### src/rtl/ofmap_wraddr_gen.sv
// rtl/ofmap_wraddr_gen.sv - output feature map write-address generator
// Optional ReLU on write data when OFMAP_RELU_EN is defined.
module ofmap_wraddr_gen #(
    parameter int OUT_FEATURE_WIDTH = 24,
    parameter int NUM_OUTMAP        = 6,
    parameter int DATA_WIDTH        = 16,
    parameter int ADDR_WIDTH        = 12
) (
    input  logic                  clk,
    input  logic                  reset,
    input  logic                  start,
    input  logic [ADDR_WIDTH-1:0] base_addr,
    input  logic                  in_valid,
    input  logic [DATA_WIDTH-1:0] in_data,
    output logic                  in_ready,
    output logic                  mem_we,
    output logic [ADDR_WIDTH-1:0] mem_addr,
    output logic [DATA_WIDTH-1:0] mem_wdata,
    output logic                  busy,
    output logic                  done
);
    localparam int CW = (OUT_FEATURE_WIDTH > 1) ? $clog2(OUT_FEATURE_WIDTH) : 1;
    localparam int MW = (NUM_OUTMAP > 1) ? $clog2(NUM_OUTMAP) : 1;
    localparam logic [CW-1:0] COL_LAST = CW'(OUT_FEATURE_WIDTH - 1);
    localparam logic [MW-1:0] MAP_LAST = MW'(NUM_OUTMAP - 1);

    typedef enum logic [1:0] {IDLE, RUN, FLUSH} state_t;

    state_t                  state_q;
    logic [CW-1:0]           col_q, col_d, row_q, row_d;
    logic [MW-1:0]           map_q, map_d;
    logic [ADDR_WIDTH-1:0]   addr_q, mem_addr_q;
    logic [DATA_WIDTH-1:0]   mem_wdata_q, wdata_d;
    logic                    in_ready_q, mem_we_q, busy_q, done_q;
    logic                    accept, last_pix;

    assign accept   = in_valid && in_ready_q;
    assign last_pix = (col_q == COL_LAST) && (row_q == COL_LAST) && (map_q == MAP_LAST);

`ifdef OFMAP_RELU_EN
    assign wdata_d = in_data[DATA_WIDTH-1] ? '0 : in_data;
`else
    assign wdata_d = in_data;
`endif

    always_comb begin
        col_d = col_q;
        row_d = row_q;
        map_d = map_q;
        if (col_q == COL_LAST) begin
            col_d = '0;
            if (row_q == COL_LAST) begin
                row_d = '0;
                map_d = (map_q == MAP_LAST) ? '0 : map_q + MW'(1);
            end else begin
                row_d = row_q + CW'(1);
            end
        end else begin
            col_d = col_q + CW'(1);
        end
    end

    // Pixel order is linear in memory, so the address simply counts up from base.
    always_ff @(posedge clk or posedge reset) begin
        if (reset) begin
            state_q     <= IDLE;
            col_q       <= '0;
            row_q       <= '0;
            map_q       <= '0;
            addr_q      <= '0;
            mem_addr_q  <= '0;
            mem_wdata_q <= '0;
            in_ready_q  <= 1'b0;
            mem_we_q    <= 1'b0;
            busy_q      <= 1'b0;
            done_q      <= 1'b0;
        end else begin
            mem_we_q <= accept;
            done_q   <= 1'b0;
            if (accept) begin
                mem_addr_q  <= addr_q;
                mem_wdata_q <= wdata_d;
                addr_q      <= addr_q + ADDR_WIDTH'(1);
                col_q       <= col_d;
                row_q       <= row_d;
                map_q       <= map_d;
            end
            case (state_q)
                IDLE: begin
                    if (start) begin
                        state_q    <= RUN;
                        addr_q     <= base_addr;
                        col_q      <= '0;
                        row_q      <= '0;
                        map_q      <= '0;
                        busy_q     <= 1'b1;
                        in_ready_q <= 1'b1;
                    end
                end
                RUN: begin
                    if (accept && last_pix) begin
                        state_q    <= FLUSH;
                        in_ready_q <= 1'b0;
                    end
                end
                FLUSH: begin
                    // done lands in the cycle after the final write is on the bus.
                    state_q <= IDLE;
                    busy_q  <= 1'b0;
                    done_q  <= 1'b1;
                end
                default: state_q <= IDLE;
            endcase
        end
    end

    assign in_ready  = in_ready_q;
    assign mem_we    = mem_we_q;
    assign mem_addr  = mem_addr_q;
    assign mem_wdata = mem_wdata_q;
    assign busy      = busy_q;
    assign done      = done_q;
endmodule
### config.mk
export PLATFORM = sky130hd
export DESIGN_NAME = ofmap_wraddr_gen
export DESIGN_NICKNAME = d
export VERILOG_FILES = /design/src/rtl/ofmap_wraddr_gen.sv
export SDC_FILE = /design/constraint.sdc
export NUM_CORES = 1
export LEC_CHECK = 0
export ABC_AREA = 1
export CORE_ASPECT_RATIO = 1.2
export CORE_MARGIN = 3
export CORE_UTILIZATION = 53
export DETAILED_ROUTE_END_ITERATION = 12
export PLACE_DENSITY = 0.81
export SKIP_LAST_GASP = 1
export SYNTH_ARGS = -nofsm -noshare
export SYNTH_HDL_FRONTEND = slang
export SYNTH_SLANG_ARGS = --single-unit
### constraint.sdc
create_clock -name clk -period 5.9 [get_ports clk]
set_clock_uncertainty 0.15 [all_clocks]
set_input_delay 1.77 -clock clk [delete_from_list [all_inputs] [get_ports clk]]
set_output_delay 1.77 -clock clk [all_outputs]
set_load 0.005 [all_outputs]
==> Flow_metrics.wiki, run 1 <==
{| class="wikitable"
! Metric !! Value
|-
| Hold Vio Cnt, Final || 0
|-
| Minimum hold slack || 0.309 ns
|-
| Shortest period the worst path allows || approximately 3.8 ns
|-
| Cell-by-cell listing of the critical path || clkdlybuf4s50_1, nand2_4, inv_1, nand4_1, o21ai_0, nor2_1
|-
| Final routed DRC violation total || 0
|-
| Port Buf Inserts || 63
|-
| Starting density of the core || 56.7%
|-
| Portion of total power attributed to sequential cells || 41.6%
|-
| Register-to-Register Setup Slack || 3.66 ns
|-
| Signed area change from the synthesized netlist to the final layout || 34.0%
|-
| Number of stages on the worst setup path || 6
|-
| Pin count of the biggest net entering global routing || 44
|-
| Critical path required time || 5.98 ns
|-
| Setup Fix Bufs, Post-CTS || 0
|-
| Combinational fraction of design power || 25.0%
|-
| Average wire per standard cell || 13.3 µm
|-
| Maximum single-stage delay on the critical path || around 0.77 ns
|-
| FILL cells || between 300 and 400
|-
| Highest-count cells in the layout ignoring fill and taps || sky130_fd_sc_hd__nand2_1 (122), sky130_fd_sc_hd__clkdlybuf4s50_1 (63), sky130_fd_sc_hd__dfrtp_1 (59)
|-
| Total Die Area || 0.00599 mm²
|-
| Cell Rows || 27
|-
| Number of distinct library cell variants in the gate-level netlist after synthesis || 26
|-
| Part of the total power dissipated in the clock network || 33.3%
|-
| Power density of the placed cells || 395 mW/mm²
|-
| Slowest stage cell, crit path || sky130_fd_sc_hd__inv_1
|-
| Clock tree from TritonCTS || built
|-
| Power Internal || 0.00101 W
|-
| Ant. Diodes || 0
|-
| Worst-Margin Slew || 0.890 ns
|-
| Footprint of the multi-input gates || roughly 0.0011 mm²
|-
| Highest clock rate || 265 MHz
|-
| Reg-to-Reg End || col_q[3]
|-
| Y dimension of the die || 84.2 µm
|-
| Tot GR Track Use || 22.4%
|-
| Final weighted congestion in routability-driven placement || roughly 0.8
|-
| Run status || complete, no violations
|-
| Max Slew Vio Count || 0
|-
| Max-Slew Margin vs Limit || 40.6%
|-
| Critical path capture point type || register
|-
| Netlist area before placement || roughly 0.0027 mm²
|-
| Post-synthesis instance total || 323
|-
| Overflow after GRT || 0
|-
| Post-synth top area share || 54.7%
|-
| Flops & latches, synth || 59
|-
| Final setup viols || 0
|-
| Worst Reg2Reg Path Length in Cells || 5
|-
| Via density per instance || 5.21
|-
| Static leakage || 1.77 nW
|-
| HPWL after detailed placement || 3970 µm
|-
| Post-Syn Nets || 358
|-
| Core region area || about 0.0048 mm²
|-
| TritonCTS buffer count || 9
|-
| Critical Path Source Type || input pin
|-
| Last element of the critical path || col_q[3]
|-
| Violation count after the first detailed-routing iteration || 123
|-
| Cell family contributing the most delay on the critical path || buffers and inverters
|-
| Synthesis warning total || 0
|-
| Maximum fanout count along the critical path || 43
|-
| Max clock buf depth || 2
|-
| Count of pins on the block boundary || 64
|-
| P_sw || between 0.0004 and 0.0005 W
|-
| Max IR drop VDD || 0.233 mV
|-
| Hold crit path type || register to register
|-
| Most frequent standard cell in the layout excluding fill and tap cells || sky130_fd_sc_hd__nand2_1
|-
| Unrepaired setup endpoints after global routing || false
|-
| Final setup TNS || 0 ns
|-
| Global-route wire length before repair || 10,700 µm
|-
| Sum of routed wire length over all layers || 6000 µm
|-
| Post-synthesis cell type with the largest combined area || sky130_fd_sc_hd__dfrtp_1
|-
| Post-synthesis area per instance || approximately 8.4 µm²
|-
| FF/Latch Area || 0.00148 mm²
|-
| Sink count of the clock tree || between 50 and 60
|-
| Root Driver || sky130_fd_sc_hd__clkbuf_8
|-
| Number of antenna violations at the first check in global routing || 0
|-
| Clock edge transition at the registers on the reported setup and hold paths || 0.07 ns
|-
| Fraction of the yosys area taken by sequential cells || 54.7%
|-
| Worst R2R Start || in_ready
|-
| Proportion of total power due to net switching || 29.2%
|-
| Final #Nets || 423
|-
| Detailed-route via count || 2,348
|-
| Pre-antenna DRT Iters || 4
|-
| CTS Hold Buffers Added || 0
|-
| Horizontal die dimension || between 70 and 80 µm
|-
| H-tree levels || 3
|-
| Max-cap violations || 0
|-
| CTS resizes || 0
|-
| Most area-consuming cells after synthesis || sky130_fd_sc_hd__dfrtp_1 (55%), sky130_fd_sc_hd__nand2_1 (17%), sky130_fd_sc_hd__inv_1 (4.2%)
|-
| Arrival time reported for the critical path endpoint || between 3 and 4 ns
|-
| Start-to-end type of the worst setup path || input pin to register
|-
| Worst setup startpoint || in_valid
|-
| Vias in the first global route || between 2,000 and 2,500
|-
| Fin crit share || 64.0%
|-
| Clock latency on the worst-skew pair || approximately 0.34 ns
|-
| Ratio of cells with drive above 1 in the final layout || under 10%
|-
| Post-DRT Antenna Nets || 0
|-
| Count of buffering cells on the critical path with inverters included || 2
|}
[power by group through the flow]
stage,Sequential [W],Combinational [W],Clock [W]
after CTS,0.000594,0.000364,0.000485
final,0.000595,0.000358,0.000477
after floorplan,0.000587,0.000199,0
after detailed placement,0.000599,0.000359,0
after global placement,0.000594,0.000345,0
after global routing,0.000612,0.000411,0.000509
[final cells by class]
cell class / count / share of cell area [%]
tap: 58 / 2.01
timing repair buffer: 64 / 17.6
multi-input combinational: 224 / 29.4
clock inverter: 5 / 3.46
sequential: 59 / 40.8
clock buffer: 11 / 3.63
inverter: 30 / 3.11
[Yosys cell counts (all sizes together)]
master	number
nor3	1
nor2	32
or2	1
a21oi	7
nand2	123
ha	3
xnor2	1
clkbuf	3
nand4	9
nand3	19
a31oi	3
inv	30
o21a	1
dfrtp	59
a211oi	2
o21ai	19
xor2	3
buf	7
[through the flow]
step,instances,power (W),cell area (µm²),setup slack [ns],util (%)
after floorplan,323,0.000786,2700,2.52,-
after global placement,435,0.000940,3360,1.83,70.6
after detailed placement,435,0.000958,3360,1.76,70.6
after CTS,451,0.00144,3620,2.12,76.0
after global routing,451,0.00153,3620,1.92,76.0
final,451,0.00143,3620,2.12,76.0
[sequential cells by signal, indices dropped and copies added, names as in the netlist]
name / flops
addr_q: 12
state_q: 2
map_q: 3
col_q: 5
busy: 1
mem_wdata: 16
row_q: 5
done: 1
mem_we: 1
mem_addr: 12
in_ready: 1
[per-layer routing]
layer  GRT usage, %  vias up  wire length (µm)
met1           28.3     1113              2620
met5              0        -                 0
met3           6.71       11               370
met2           35.8       72              2900
li1               -     1152                 -
met4           8.89        0               108
[worst min-delay path by stage]
| stage | startpoint | to | depth (start not counted) |
|---|---|---|---|
| after global routing | state_q[0] | done | 1 |
| after floorplan | state_q[0] | done | 1 |
| after global placement | state_q[0] | done | 1 |
| final | state_q[0] | done | 1 |
| after detailed placement | state_q[0] | done | 1 |
| after CTS | state_q[0] | done | 1 |
[kinds of logic (layout without fill, tap and decap cells)]
| group | Yosys count | after routing | share of synthesized area [%] |
|---|---|---|---|
| AOI/OAI and AO/OA | 32 | 32 | 6.35 |
| adders and majority gates | 3 | 3 | 1.39 |
| buffers and inverters | 40 | 110 | 5.98 |
| DFF | 59 | 59 | 54.7 |
| xor gates and xnor gates | 4 | 4 | 1.30 |
| and+or+nand+nor | 185 | 185 | 30.3 |
Power figures use the tool's default switching activity.
==> run 2: changes to the inputs <==
- CORE_UTILIZATION: 53 -> 45
- PLACE_DENSITY: 0.81 -> 0.73
- clock period: 5.9 -> 3.04 ns (I/O delays scaled with it)
==> Flow_metrics.wiki, run 2 (same netlist as run 1, synthesis figures left out) <==
{| class="wikitable"
! Metric !! Value
|-
| Run status || complete, no violations
|-
| Global-route wire length before repair || approximately 9800 µm
|-
| Final routed DRC violation total || 0
|-
| Highest clock rate || 423 MHz
|-
| Max clock buf depth || 2
|-
| Starting density of the core || between 40% and 50%
|-
| Clock tree from TritonCTS || built
|-
| Root Driver || sky130_fd_sc_hd__clkbuf_8
|-
| Cell Rows || 30
|-
| Violation count after the first detailed-routing iteration || 75
|-
| Critical Path Source Type || register
|-
| Setup Fix Bufs, Post-CTS || 0
|-
| Register-to-Register Setup Slack || ~1.4 ns
|-
| Hold crit path type || register to register
|-
| TritonCTS buffer count || 9
|-
| Power density of the placed cells || 679 mW/mm²
|-
| Clock edge transition at the registers on the reported setup and hold paths || ~0.060 ns
|-
| Flip-flop count of the largest register after layout || 16
|-
| CTS Hold Buffers Added || 0
|-
| Shortest period the worst path allows || 2.36 ns
|-
| Max-Slew Margin vs Limit || 69.1%
|-
| Clock latency on the worst-skew pair || 0.33 ns
|-
| Worst-Margin Slew || ~0.46 ns
|-
| Ant. Diodes || 0
|-
| Cell-by-cell listing of the critical path || clkdlybuf4s50_1
|-
| Y dimension of the die || 90.9 µm
|-
| Via density per instance || 4.82
|-
| Total Die Area || 0.00697 mm²
|-
| Pin count of the biggest net entering global routing || 60
|-
| Sum of routed wire length over all layers || 5840 µm
|-
| Port Buf Inserts || 63
|-
| Final setup TNS || 0 ns
|-
| Arrival time reported for the critical path endpoint || 1.30 ns
|-
| Number of antenna violations at the first check in global routing || 0
|-
| Vias in the first global route || about 2,100
|-
| Max IR drop VDD || just over 0.4 mV
|-
| Slowest stage cell, crit path || sky130_fd_sc_hd__clkdlybuf4s50_1
|-
| Final weighted congestion in routability-driven placement || a little over 0.8
|-
| Hold Vio Cnt, Final || 0
|-
| Critical path required time || 1.98 ns
|-
| Pre-antenna DRT Iters || 5
|-
| Detailed-route via count || 2,290
|-
| Final #Nets || between 400 and 500
|-
| Maximum single-stage delay on the critical path || 0.54 ns
|-
| Critical path capture point type || primary output
|-
| Fin crit share || 77.7%
|-
| Sink count of the clock tree || between 50 and 60
|-
| Post-DRT Antenna Nets || 0
|-
| Overflow after GRT || 0
|-
| Final setup viols || 0
|-
| Cell family contributing the most delay on the critical path || buffers and inverters
|-
| Tot GR Track Use || about 17%
|-
| H-tree levels || 3
|-
| Max-cap violations || 0
|-
| Ratio of cells with drive above 1 in the final layout || around 7.3%
|-
| HPWL after detailed placement || 4130 µm
|-
| Minimum setup slack in the final design || 0.678 ns
|-
| Count of buffering cells on the critical path with inverters included || 1
|-
| Average wire per standard cell || approximately 12 µm
|-
| Most frequent standard cell in the layout excluding fill and tap cells || sky130_fd_sc_hd__nand2_1
|-
| Core region area || 0.00574 mm²
|-
| CTS resizes || 0
|-
| Unrepaired setup endpoints after global routing || false
|-
| Static leakage || 1.75 nW
|-
| Highest-count cells in the layout ignoring fill and taps || sky130_fd_sc_hd__nand2_1 (122), sky130_fd_sc_hd__clkdlybuf4s50_1 (63), sky130_fd_sc_hd__dfrtp_1 (59)
|-
| Setup Slack @ Placement || 0.363 ns
|-
| Horizontal die dimension || 76.7 µm
|-
| Count of pins on the block boundary || 64
|-
| Start-to-end type of the worst setup path || register to primary output
|-
| Signed area change from the synthesized netlist to the final layout || 32.8%
|-
| Max Slew Vio Count || 0
|-
| Maximum fanout count along the critical path || 4
|}
-- run 2: changes by cell type in the layout (fill, tap and decap cells not counted) --
| cell | previous run | this run |
|---|---|---|
| sky130_fd_sc_hd__buf_12 | 0 | 1 |
| sky130_fd_sc_hd__buf_4 | 1 | 3 |
| sky130_fd_sc_hd__clkbuf_8 | 9 | 10 |
| sky130_fd_sc_hd__clkinv_2 | 1 | 3 |
| sky130_fd_sc_hd__bufinv_16 | 4 | 0 |
-- run 2: area by class of cell --
cell class | instances | area, µm²
Fill cell | 517 | 2160
Multi-Input combinational cell | 224 | 1060
Tap cell | 80 | 100
Clock buffer | 12 | 145
Clock inverter | 3 | 15.0
Inverter | 30 | 113
Sequential cell | 59 | 1480
Timing Repair Buffer | 67 | 673
-- run 2: path summary, 6_finish.rpt --
check | from | to | cells after the start
worst max-delay path | in_ready | in_ready | 1
worst min-delay path | state_q[0] | done | 1
worst max register to register | in_ready | col_q[3] | 5
worst min register to register | state_q[0] | done | 1
max in group asynchronous | reset | mem_wdata[7] | 3
min in group asynchronous | reset | mem_wdata[0] | 3
-- run 2: metrics by stage --
step                      utilization [%]  std cells  hold WS, ns  area [µm²]  power [W]
after global routing                 62.4        475        0.338        3580    0.00262
after CTS                            62.4        475        0.315        3580    0.00247
after floorplan                         -        323        0.269        2700    0.00152
after detailed placement             59.6        460        0.297        3420    0.00187
after global placement               59.6        460        0.283        3420    0.00184
final                                62.4        475        0.311        3580    0.00244
-- run 2: routing by layer --
metal	global-route usage, %	vias to the layer above	share of wire [%]
met1	20.4	1064	44
met2	29.4	63	49
met3	3.89	8	5.1
li1	-	1155	-
met5	0	-	0
met4	9.06	0	1.9
-- run 2: power by group --
part / switching [W] / total [W] / internal, W
clock network: 0.000279 / 0.000588 / 0.000309
logic: 0.000340 / 0.000693 / 0.000353
registers: 0.000162 / 0.00115 / 0.000992
==> run 3: changes to the inputs <==
- CORE_UTILIZATION: 45 -> 49
- PLACE_DENSITY: 0.73 -> 0.76
- clock period: 3.04 -> 2.4 ns (I/O delays scaled with it)
==> Flow_metrics.wiki, run 3 (same netlist as run 1, synthesis figures left out) <==
{| class="wikitable"
! Metric !! Value
|-
| CTS resizes || 0
|-
| Horizontal die dimension || 73.8 µm
|-
| Number of instances on the worst hold path || 1
|-
| Max-Slew Margin vs Limit || 76.8%
|-
| Most frequent standard cell in the layout excluding fill and tap cells || sky130_fd_sc_hd__nand2_1
|-
| Unrepaired setup endpoints after global routing || false
|-
| Detailed-route via count || 2,257
|-
| Highest-count cells in the layout ignoring fill and taps || sky130_fd_sc_hd__nand2_1 (122), sky130_fd_sc_hd__clkdlybuf4s50_1 (63), sky130_fd_sc_hd__dfrtp_1 (59)
|-
| Count of pins on the block boundary || 64
|-
| Core region area || 0.00511 mm²
|-
| Portion of total power attributed to sequential cells || around 46%
|-
| HPWL after detailed placement || 4070 µm
|-
| Root Driver || sky130_fd_sc_hd__clkbuf_8
|-
| Tot GR Track Use || 20.2%
|-
| Total Die Area || 0.00644 mm²
|-
| Power Internal || roughly 0.0022 W
|-
| Proportion of total power due to net switching || 32.1%
|-
| Reg-to-Reg End || in_ready
|-
| Flip-flop count of the largest register after layout || 16
|-
| Final setup viols || 0
|-
| Worst-Margin Slew || between 0.3 and 0.4 ns
|-
| Setup Slack @ Placement || 0.0535 ns
|-
| Part of the total power dissipated in the clock network || 27.1%
|-
| Post-DRT Antenna Nets || 0
|-
| Number of antenna violations at the first check in global routing || 0
|-
| Static leakage || 1.77 nW
|-
| Shortest period the worst path allows || 2.17 ns
|-
| Maximum single-stage delay on the critical path || 0.53 ns
|-
| Ratio of cells with drive above 1 in the final layout || 8.54%
|-
| Maximum fanout count along the critical path || 4
|-
| Starting density of the core || a little over half
|-
| Max clock buf depth || 2
|-
| Pin count of the biggest net entering global routing || 60
|-
| P_sw || between 0.001 and 0.0015 W
|-
| Final routed DRC violation total || 0
|-
| FILL cells || 439
|-
| Startpoint of the lowest-slack hold path || state_q[0]
|-
| Ant. Diodes || 0
|-
| Minimum setup slack in the final design || 0.226 ns
|-
| Sink count of the clock tree || around 60
|-
| Signed area change from the synthesized netlist to the final layout || 33.6%
|-
| Highest clock rate || 460 MHz
|-
| Clock latency on the worst-skew pair || 0.33 ns
|-
| Area of all placed cells without fillers || 0.00361 mm²
|-
| Final setup TNS || 0 ns
|-
| Power density of the placed cells || 890 mW/mm²
|-
| Max IR drop VDD || 0.465 mV
|-
| Run status || complete, no violations
|-
| Cell Rows || 28
|-
| Count of buffering cells on the critical path with inverters included || 1
|-
| Cell-by-cell listing of the critical path || clkdlybuf4s50_1
|-
| Setup Fix Bufs, Post-CTS || 0
|-
| Slowest stage cell, crit path || sky130_fd_sc_hd__clkdlybuf4s50_1
|-
| Pre-antenna DRT Iters || 4
|-
| Cell family contributing the most delay on the critical path || buffers and inverters
|-
| Final #Nets || 428
|-
| Register-to-Register Setup Slack || roughly 0.77 ns
|-
| Hold EP || done
|-
| Clock edge transition at the registers on the reported setup and hold paths || about 0.070 ns
|-
| Combinational fraction of design power || between 20 and 30%
|-
| Max-cap violations || 0
|-
| Vias in the first global route || 2,208
|-
| CTS Hold Buffers Added || 0
|-
| Via density per instance || slightly below 5
|-
| TritonCTS buffer count || 9
|-
| Critical path required time || 1.53 ns
|-
| Y dimension of the die || 87.3 µm
|-
| Hold Vio Cnt, Final || 0
|-
| Final weighted congestion in routability-driven placement || ~0.79
|-
| Start-to-end type of the worst setup path || register to primary output
|-
| Sum of routed wire length over all layers || 5690 µm
|-
| Clock tree from TritonCTS || built
|-
| Overflow after GRT || 0
|-
| Worst Reg2Reg Path Length in Cells || 8
|-
| Port Buf Inserts || 63
|-
| Placed cell areas || 0.00341 mm²
|-
| Global-route wire length before repair || 9920 µm
|-
| Arrival time reported for the critical path endpoint || 1.30 ns
|-
| Critical Path Source Type || register
|-
| Critical path capture point type || primary output
|-
| Average wire per standard cell || 12.4 µm
|-
| Max Slew Vio Count || 0
|-
| Worst R2R Start || col_q[0]
|-
| Hold crit path type || register to register
|-
| Fin crit share || 90.6%
|-
| H-tree levels || 3
|-
| Violation count after the first detailed-routing iteration || 146
|}
-- run 3: cell types whose count changed in the layout (fill, tap and decap cells not counted), sizes merged --
| cell | before | now |
|---|---|---|
| clkbuf | 12 | 9 |
| clkinvlp | 0 | 2 |
| buf | 4 | 6 |
| bufinv | 0 | 1 |
| clkinv | 3 | 4 |
-- run 3: worst max-delay path by stage --
stage | slack, ns | start | end | cells after the start
after floorplan | 0.07 | reset | addr_q[0] | 1
after global placement | 0.12 | in_valid | in_ready | 8
after detailed placement | 0.05 | in_valid | in_ready | 8
after CTS | 0.20 | in_ready | in_ready | 1
after global routing | 0.17 | in_ready | in_ready | 1
final | 0.23 | in_ready | in_ready | 1
-- run 3: final cells by class --
class                   count  area, µm²  share of cell area, %
flip-flops and latches     59       1480                   40.9
inverters                  30        113                   3.12
well taps                  60       75.1                   2.08
clock buffers               9        124                   3.43
clock inverters             7       68.8                   1.91
repair buffers             69        688                   19.1
multi-input cells         224       1060                   29.4
-- run 3: metrics by stage --
step	hold slack, ns	std cells	power [W]	utilization (%)
finish	0.318	458	0.00321	70.5
detailed placement	0.314	442	0.00237	66.8
floorplan	0.269	323	0.00193	-
global placement	0.311	442	0.00233	66.8
CTS	0.321	458	0.00325	70.5
global route	0.337	458	0.00345	70.5
-- run 3: power groups by stage --
stage	combinational (W)	clock, W	sequential, W
2_1_floorplan	0.000488	0	0.00144
3_3_place_gp	0.000869	0	0.00146
3_5_place_dp	0.000893	0	0.00148
4_1_cts	0.000897	0.000887	0.00146
5_1_grt	0.00101	0.000934	0.00150
6_report	0.000880	0.000869	0.00146
-- run 3: layer usage --
layer / track usage, % / wire, µm / vias up
li1: - / - / 1166
met1: 26.8 / 2640 / 1027
met2: 31.1 / 2600 / 54
met3: 4.62 / 320 / 10
met4: 9.39 / 126 / 0
met5: 0 / 0 / -
==> RTL change 1: new RTL, flow settings as in run 3 <==
Change the parameter `NUM_OUTMAP` from 6 to 3.
--- a/src/rtl/ofmap_wraddr_gen.sv
+++ b/src/rtl/ofmap_wraddr_gen.sv
@@ -2,7 +2,7 @@
 // Optional ReLU on write data when OFMAP_RELU_EN is defined.
 module ofmap_wraddr_gen #(
     parameter int OUT_FEATURE_WIDTH = 24,
-    parameter int NUM_OUTMAP        = 6,
+    parameter int NUM_OUTMAP        = 3,
     parameter int DATA_WIDTH        = 16,
     parameter int ADDR_WIDTH        = 12
 ) (
Function: same outputs for any inputs over 10 cycles, from zero or initial values and one cycle with reset high; that may be too few to reach the edited logic, so the function may still have changed.
==> RTL change 1 against run 3 <==
Final area down 2.3%; clock power down 5.3%; worst setup slack worse by 0.0095 ns; sequential share of layout area up 0.25 points; sequential cell count down 1; synthesized area down 3.3%; power down 0.85%; wire length up 2.4%; critical path type unchanged.
==> RTL change 1: results (changes against run 3) <==
{
  "global_routing": {
    "largest_net_degree_at_the_start_of_global_routing": {"value": 59, "change": "-1.7%"},
    "grt.total_usage": {"value": 20.4, "unit": "%", "change": "+0.17 points"},
    "first_pass_grt_wire_length": {"value": 9850, "unit": "um", "change": "-0.70%"},
    "first_global_vias": {"value": 2179, "change": "-1.3%"}
  },
  "synth": {
    "netlist_top_cells_count": "sky130_fd_sc_hd__nand2_1 (113), sky130_fd_sc_hd__dfrtp_1 (58), sky130_fd_sc_hd__nor2_1 (30), sky130_fd_sc_hd__inv_1 (29), sky130_fd_sc_hd__o21ai_0 (22)",
    "netlist_top_cells_area": "sky130_fd_sc_hd__dfrtp_1 (56%), sky130_fd_sc_hd__nand2_1 (16%), sky130_fd_sc_hd__nor2_1 (4.3%)",
    "synth_fp_nets": {"value": 351, "change": "-2.0%"},
    "yosysUniqueCellTypes": {"value": 24, "change": "-7.7%"}
  },
  "drt": {
    "wirelength": {"value": 5820, "unit": "um", "change": "+2.4%"},
    "number_of_violations_reported_at_the_end_of_detailed_routing_iteration_0": {"value": 255, "change": "+75%"},
    "routed-via-count": {"value": 2277, "change": "+0.89%"}
  },
  "worst_setup_path": {
    "critical_path_arrival_ns": 1.31,
    "r2r_slack": {"value": 0.74, "unit": "ns", "change": "-0.03 ns"},
    "regToRegEndpoint": "addr_q[10]$_DFF_PP0_",
    "critPathMaxStageDelay": {"value": 0.55, "unit": "ns", "change": "+0.02 ns"},
    "reg2reg_start": "addr_q[0]$_DFF_PP0_"
  },
  "placed_design": {
    "dpl.hpwl": {"value": 4110, "unit": "um", "change": "+0.76%"},
    "placed_cell_area": {"value": 3350, "unit": "um2", "change": "-1.8%"},
    "gp_congestion": {"value": 0.822, "change": "+3.4%"},
    "pre_cts_slack": {"value": 0.103, "unit": "ns", "change": "+0.0490 ns"}
  },
  "final_layout": {
    "drive_above_1_share": {"value": 8.16, "unit": "%", "change": "-0.38 points"},
    "n_fill_cell": {"value": 417, "change": "-5.0%"},
    "nets": {"value": 424, "change": "-0.93%"}
  },
  "timing": {
    "max_slew.worst_pin.slew": {"value": 0.355, "unit": "ns", "change": "+0.00697 ns"}
  },
  "cts": {
    "clock_tree.htree_level_count": {"value": 3, "change": "unchanged"}
  },
  "power": {
    "p_leak": {"value": 0.00176, "unit": "uW", "change": "-0.26%"}
  },
  "worst_hold_path": {
    "endpoint_of_the_worst_hold_path": "done$_DFF_PP0_"
  },
  "run_status": {
    "run_status": "finished clean"
  }
}
[RTL change 1: cell types whose count changed after synthesis, moves of 2 or more]
cell | run 3 | this run
sky130_fd_sc_hd__nor3_1 | 1 | 4
sky130_fd_sc_hd__nor3_4 | 0 | 2
sky130_fd_sc_hd__nor2_1 | 26 | 30
sky130_fd_sc_hd__buf_2 | 6 | 3
sky130_fd_sc_hd__nor2_4 | 3 | 0
sky130_fd_sc_hd__nand2_1 | 122 | 113
sky130_fd_sc_hd__nand4_1 | 9 | 4
sky130_fd_sc_hd__o21ai_0 | 17 | 22
sky130_fd_sc_hd__a21oi_1 | 7 | 11
sky130_fd_sc_hd__clkbuf_1 | 3 | 6
[RTL change 1: through the flow]
stage | total power (uW) | utilization [%] | std cells
3_5_place_dp | 2370 | 66.4 | 438
6_report | 3180 | 69.9 | 452
4_1_cts | 3210 | 69.9 | 452
5_1_grt | 3410 | 69.9 | 452
3_3_place_gp | 2340 | 66.4 | 438
2_1_floorplan | 1930 | - | 316
[RTL change 1: where the power goes]
part	switching, uW	total [uW]	leakage (uW)	internal (uW)
sequential	203	1440	0.000706	1240
combinational	464	919	0.000967	455
clock	361	823	0.0000918	462
total	1030	3180	0.00176	2160
[RTL change 1: area by class of cell]
class | instances | area share (%)
inverters | 31 | 3.34
well taps | 60 | 2.13
repair buffers | 71 | 20.0
clock inverters | 4 | 1.28
flip-flops and latches | 58 | 41.2
clock buffers | 10 | 3.62
multi-input cells | 218 | 28.5
[RTL change 1: cell families (layout without fill, tap and decap cells)]
kind of cell | count (synthesis) | count (layout) | synth area share, %
simple gates | 176 | 176 | 29.1
buf+inv | 40 | 116 | 5.94
compound gates | 37 | 37 | 7.28
fa+ha+maj | 3 | 3 | 1.44
flops | 58 | 58 | 55.6
xor+xnor | 2 | 2 | 0.671
[RTL change 1: layer usage]
metal  GRT usage, %  part of all wire [%]  routed length (um)  up-vias
li1               -                     -                   -     1143
met1           26.9                    45                2610     1065
met2           32.3                    48                2790       62
met3           4.69                   6.0                 352        7
met4           7.89                   1.2                  70        0
met5              0                     0                   0        -
[RTL change 1: how the worst max path moves through the flow]
stage | endpoint | slack (ns)
floorplan | addr_q[0]$_DFF_PP0_ | 0.10
global placement | addr_q[2]$_DFF_PP0_ | 0.16
detailed placement | addr_q[2]$_DFF_PP0_ | 0.10
CTS | in_ready | 0.21
global route | in_ready | 0.17
finish | in_ready | 0.22
==> RTL change 2: new RTL, settings of run 3 <==
Without the edit above. Encoding of `state_t`: now one-hot (3 bits for 3 states).
--- a/src/rtl/ofmap_wraddr_gen.sv
+++ b/src/rtl/ofmap_wraddr_gen.sv
@@ -24,7 +24,7 @@
     localparam logic [CW-1:0] COL_LAST = CW'(OUT_FEATURE_WIDTH - 1);
     localparam logic [MW-1:0] MAP_LAST = MW'(NUM_OUTMAP - 1);
 
-    typedef enum logic [1:0] {IDLE, RUN, FLUSH} state_t;
+    typedef enum logic [2:0] {IDLE = 3'b001, RUN = 3'b010, FLUSH = 3'b100} state_t;
 
     state_t                  state_q;
     logic [CW-1:0]           col_q, col_d, row_q, row_d;
Function: same outputs for any inputs over 10 cycles, from zero or initial values and one cycle with reset high; not proved beyond that.
==> RTL change 2 against run 3 <==
Synthesized area is 0.56% higher; core utilization is 1.9 points lower; combinational power is 20% higher; wire length is 1.3% higher; count of clock-buffer cells in the layout is 4 higher; worst setup slack worse by 0.043 ns; power is 5.4% higher; worst hold slack better by 0.0072 ns; non-clock buffer count is 3 higher; final area is 1.4% higher; first-iteration DRC count is 45% lower; sequential cell count is 1 higher; via count is 2.3% higher; largest power group unchanged; highest routed layer unchanged.
==> RTL change 2: results (changes against run 3) <==
{
  "run_status": {
    "run_status": "finished clean"
  },
  "drt": {
    "wirelength": {"value": 5760, "unit": "um", "change": "+1.3%"},
    "via_per_inst": {"value": 4.95, "change": "+0.38%"},
    "number_of_violations_reported_at_the_end_of_detailed_routing_iteration_0": {"value": 81, "change": "-45%"}
  },
  "worst_hold_path": {
    "endpoint_of_the_worst_hold_path": "mem_addr[1]$_DFFE_PP0P_",
    "worstHoldStart": "mem_addr[1]$_DFFE_PP0P_"
  },
  "worst_setup_path": {
    "critical_path_arrival": {"value": 1.35, "unit": "ns", "change": "+0.05 ns"},
    "r2r_slack": {"value": 0.72, "unit": "ns", "change": "-0.05 ns"},
    "critPathMaxStageDelay": {"value": 0.55, "unit": "ns", "change": "+0.02 ns"}
  },
  "power": {
    "ir_drop": {"value": 0.496, "unit": "mV", "change": "+6.6%"},
    "switching_share": {"value": 32.4, "unit": "%", "change": "+0.26 points"},
    "p_leak": {"value": 0.00182, "unit": "uW", "change": "+2.6%"},
    "power_switching": {"value": 1100, "unit": "uW", "change": "+6.2%"},
    "power.combinational.fraction": {"value": 31.3, "unit": "%", "change": "+3.9 points"}
  },
  "final_layout": {
    "drive_above_1_share": {"value": 9.38, "unit": "%", "change": "+0.84 points"},
    "nets": {"value": 436, "change": "+1.9%"}
  },
  "global_routing": {
    "first_global_vias": {"value": 2319, "change": "+5.0%"},
    "largest_net_degree_at_the_start_of_global_routing": {"value": 61, "change": "+1.7%"}
  },
  "placed_design": {
    "dpl.hpwl": {"value": 4180, "unit": "um", "change": "+2.6%"},
    "gp_congestion": {"value": 0.779, "change": "-2.0%"},
    "pre_cts_slack": {"value": 0.119, "unit": "ns", "change": "+0.0655 ns"}
  },
  "synth": {
    "netlist_top_cells_count": "sky130_fd_sc_hd__nand2_1 (126), sky130_fd_sc_hd__dfrtp_1 (59), sky130_fd_sc_hd__inv_1 (30), sky130_fd_sc_hd__nor2_1 (27), sky130_fd_sc_hd__o21ai_0 (16)",
    "synth_fp_nets": {"value": 362, "change": "+1.1%"}
  },
  "timing": {
    "fmaxAchievable": {"value": 451, "unit": "MHz", "change": "-1.9%"},
    "max_slew.worst_pin.slew": {"value": 0.404, "unit": "ns", "change": "+0.0558 ns"}
  }
}
==> RTL change 2: cell count changes after synthesis, moves of 2 or more <==
cell                      before  now
sky130_fd_sc_hd__nand3_1      16   12
sky130_fd_sc_hd__nor3_1        1    5
sky130_fd_sc_hd__nand4_1       9    4
sky130_fd_sc_hd__inv_2         0    3
sky130_fd_sc_hd__nor3_2        0    2
sky130_fd_sc_hd__a21oi_1       7    9
sky130_fd_sc_hd__nand2_1     122  126
==> RTL change 2: cell type report <==
cell class              count  area, um2
repair buffers             72        723
well taps                  62       77.6
inverters                  33        124
flip-flops and latches     60       1500
multi-input cells         225       1050
fillers                   453       1680
clock inverters             2       35.0
clock buffers              13        149
==> RTL change 2: worst register-to-register path, stage by stage, from the launching register on <==
cell and delay, ns:
sky130_fd_sc_hd__dfstp_2 0.51, sky130_fd_sc_hd__inv_1 0.06, sky130_fd_sc_hd__nor3_2 0.12, sky130_fd_sc_hd__nand2_1 0.26
sky130_fd_sc_hd__inv_2 0.26, sky130_fd_sc_hd__nor2_1 0.08, sky130_fd_sc_hd__nand4_1 0.07, sky130_fd_sc_hd__nand2_1 0.06
==> RTL change 2: logic make-up (layout without fill, tap and decap cells) <==
kind of cell | Yosys count | in the layout | share of synthesized area [%]
compound gates | 32 | 32 | 6.22
xor+xnor | 4 | 4 | 1.29
fa+ha+maj | 3 | 3 | 1.38
buf+inv | 42 | 120 | 6.08
flops | 60 | 60 | 55.3
simple gates | 186 | 186 | 29.7
==> RTL change 2: per-stage QoR <==
step,utilization (%),std cells
floorplan,-,327
global placement,65.1,452
detailed placement,65.1,452
CTS,68.6,467
global route,68.6,467
finish,68.6,467
==> RTL change 2: routing by layer <==
layer / global-route usage, % / wire length [um]
met4: 9.88 / 93
met3: 4.13 / 266
met2: 34.6 / 2940
met5: 0 / 0
met1: 22.9 / 2460
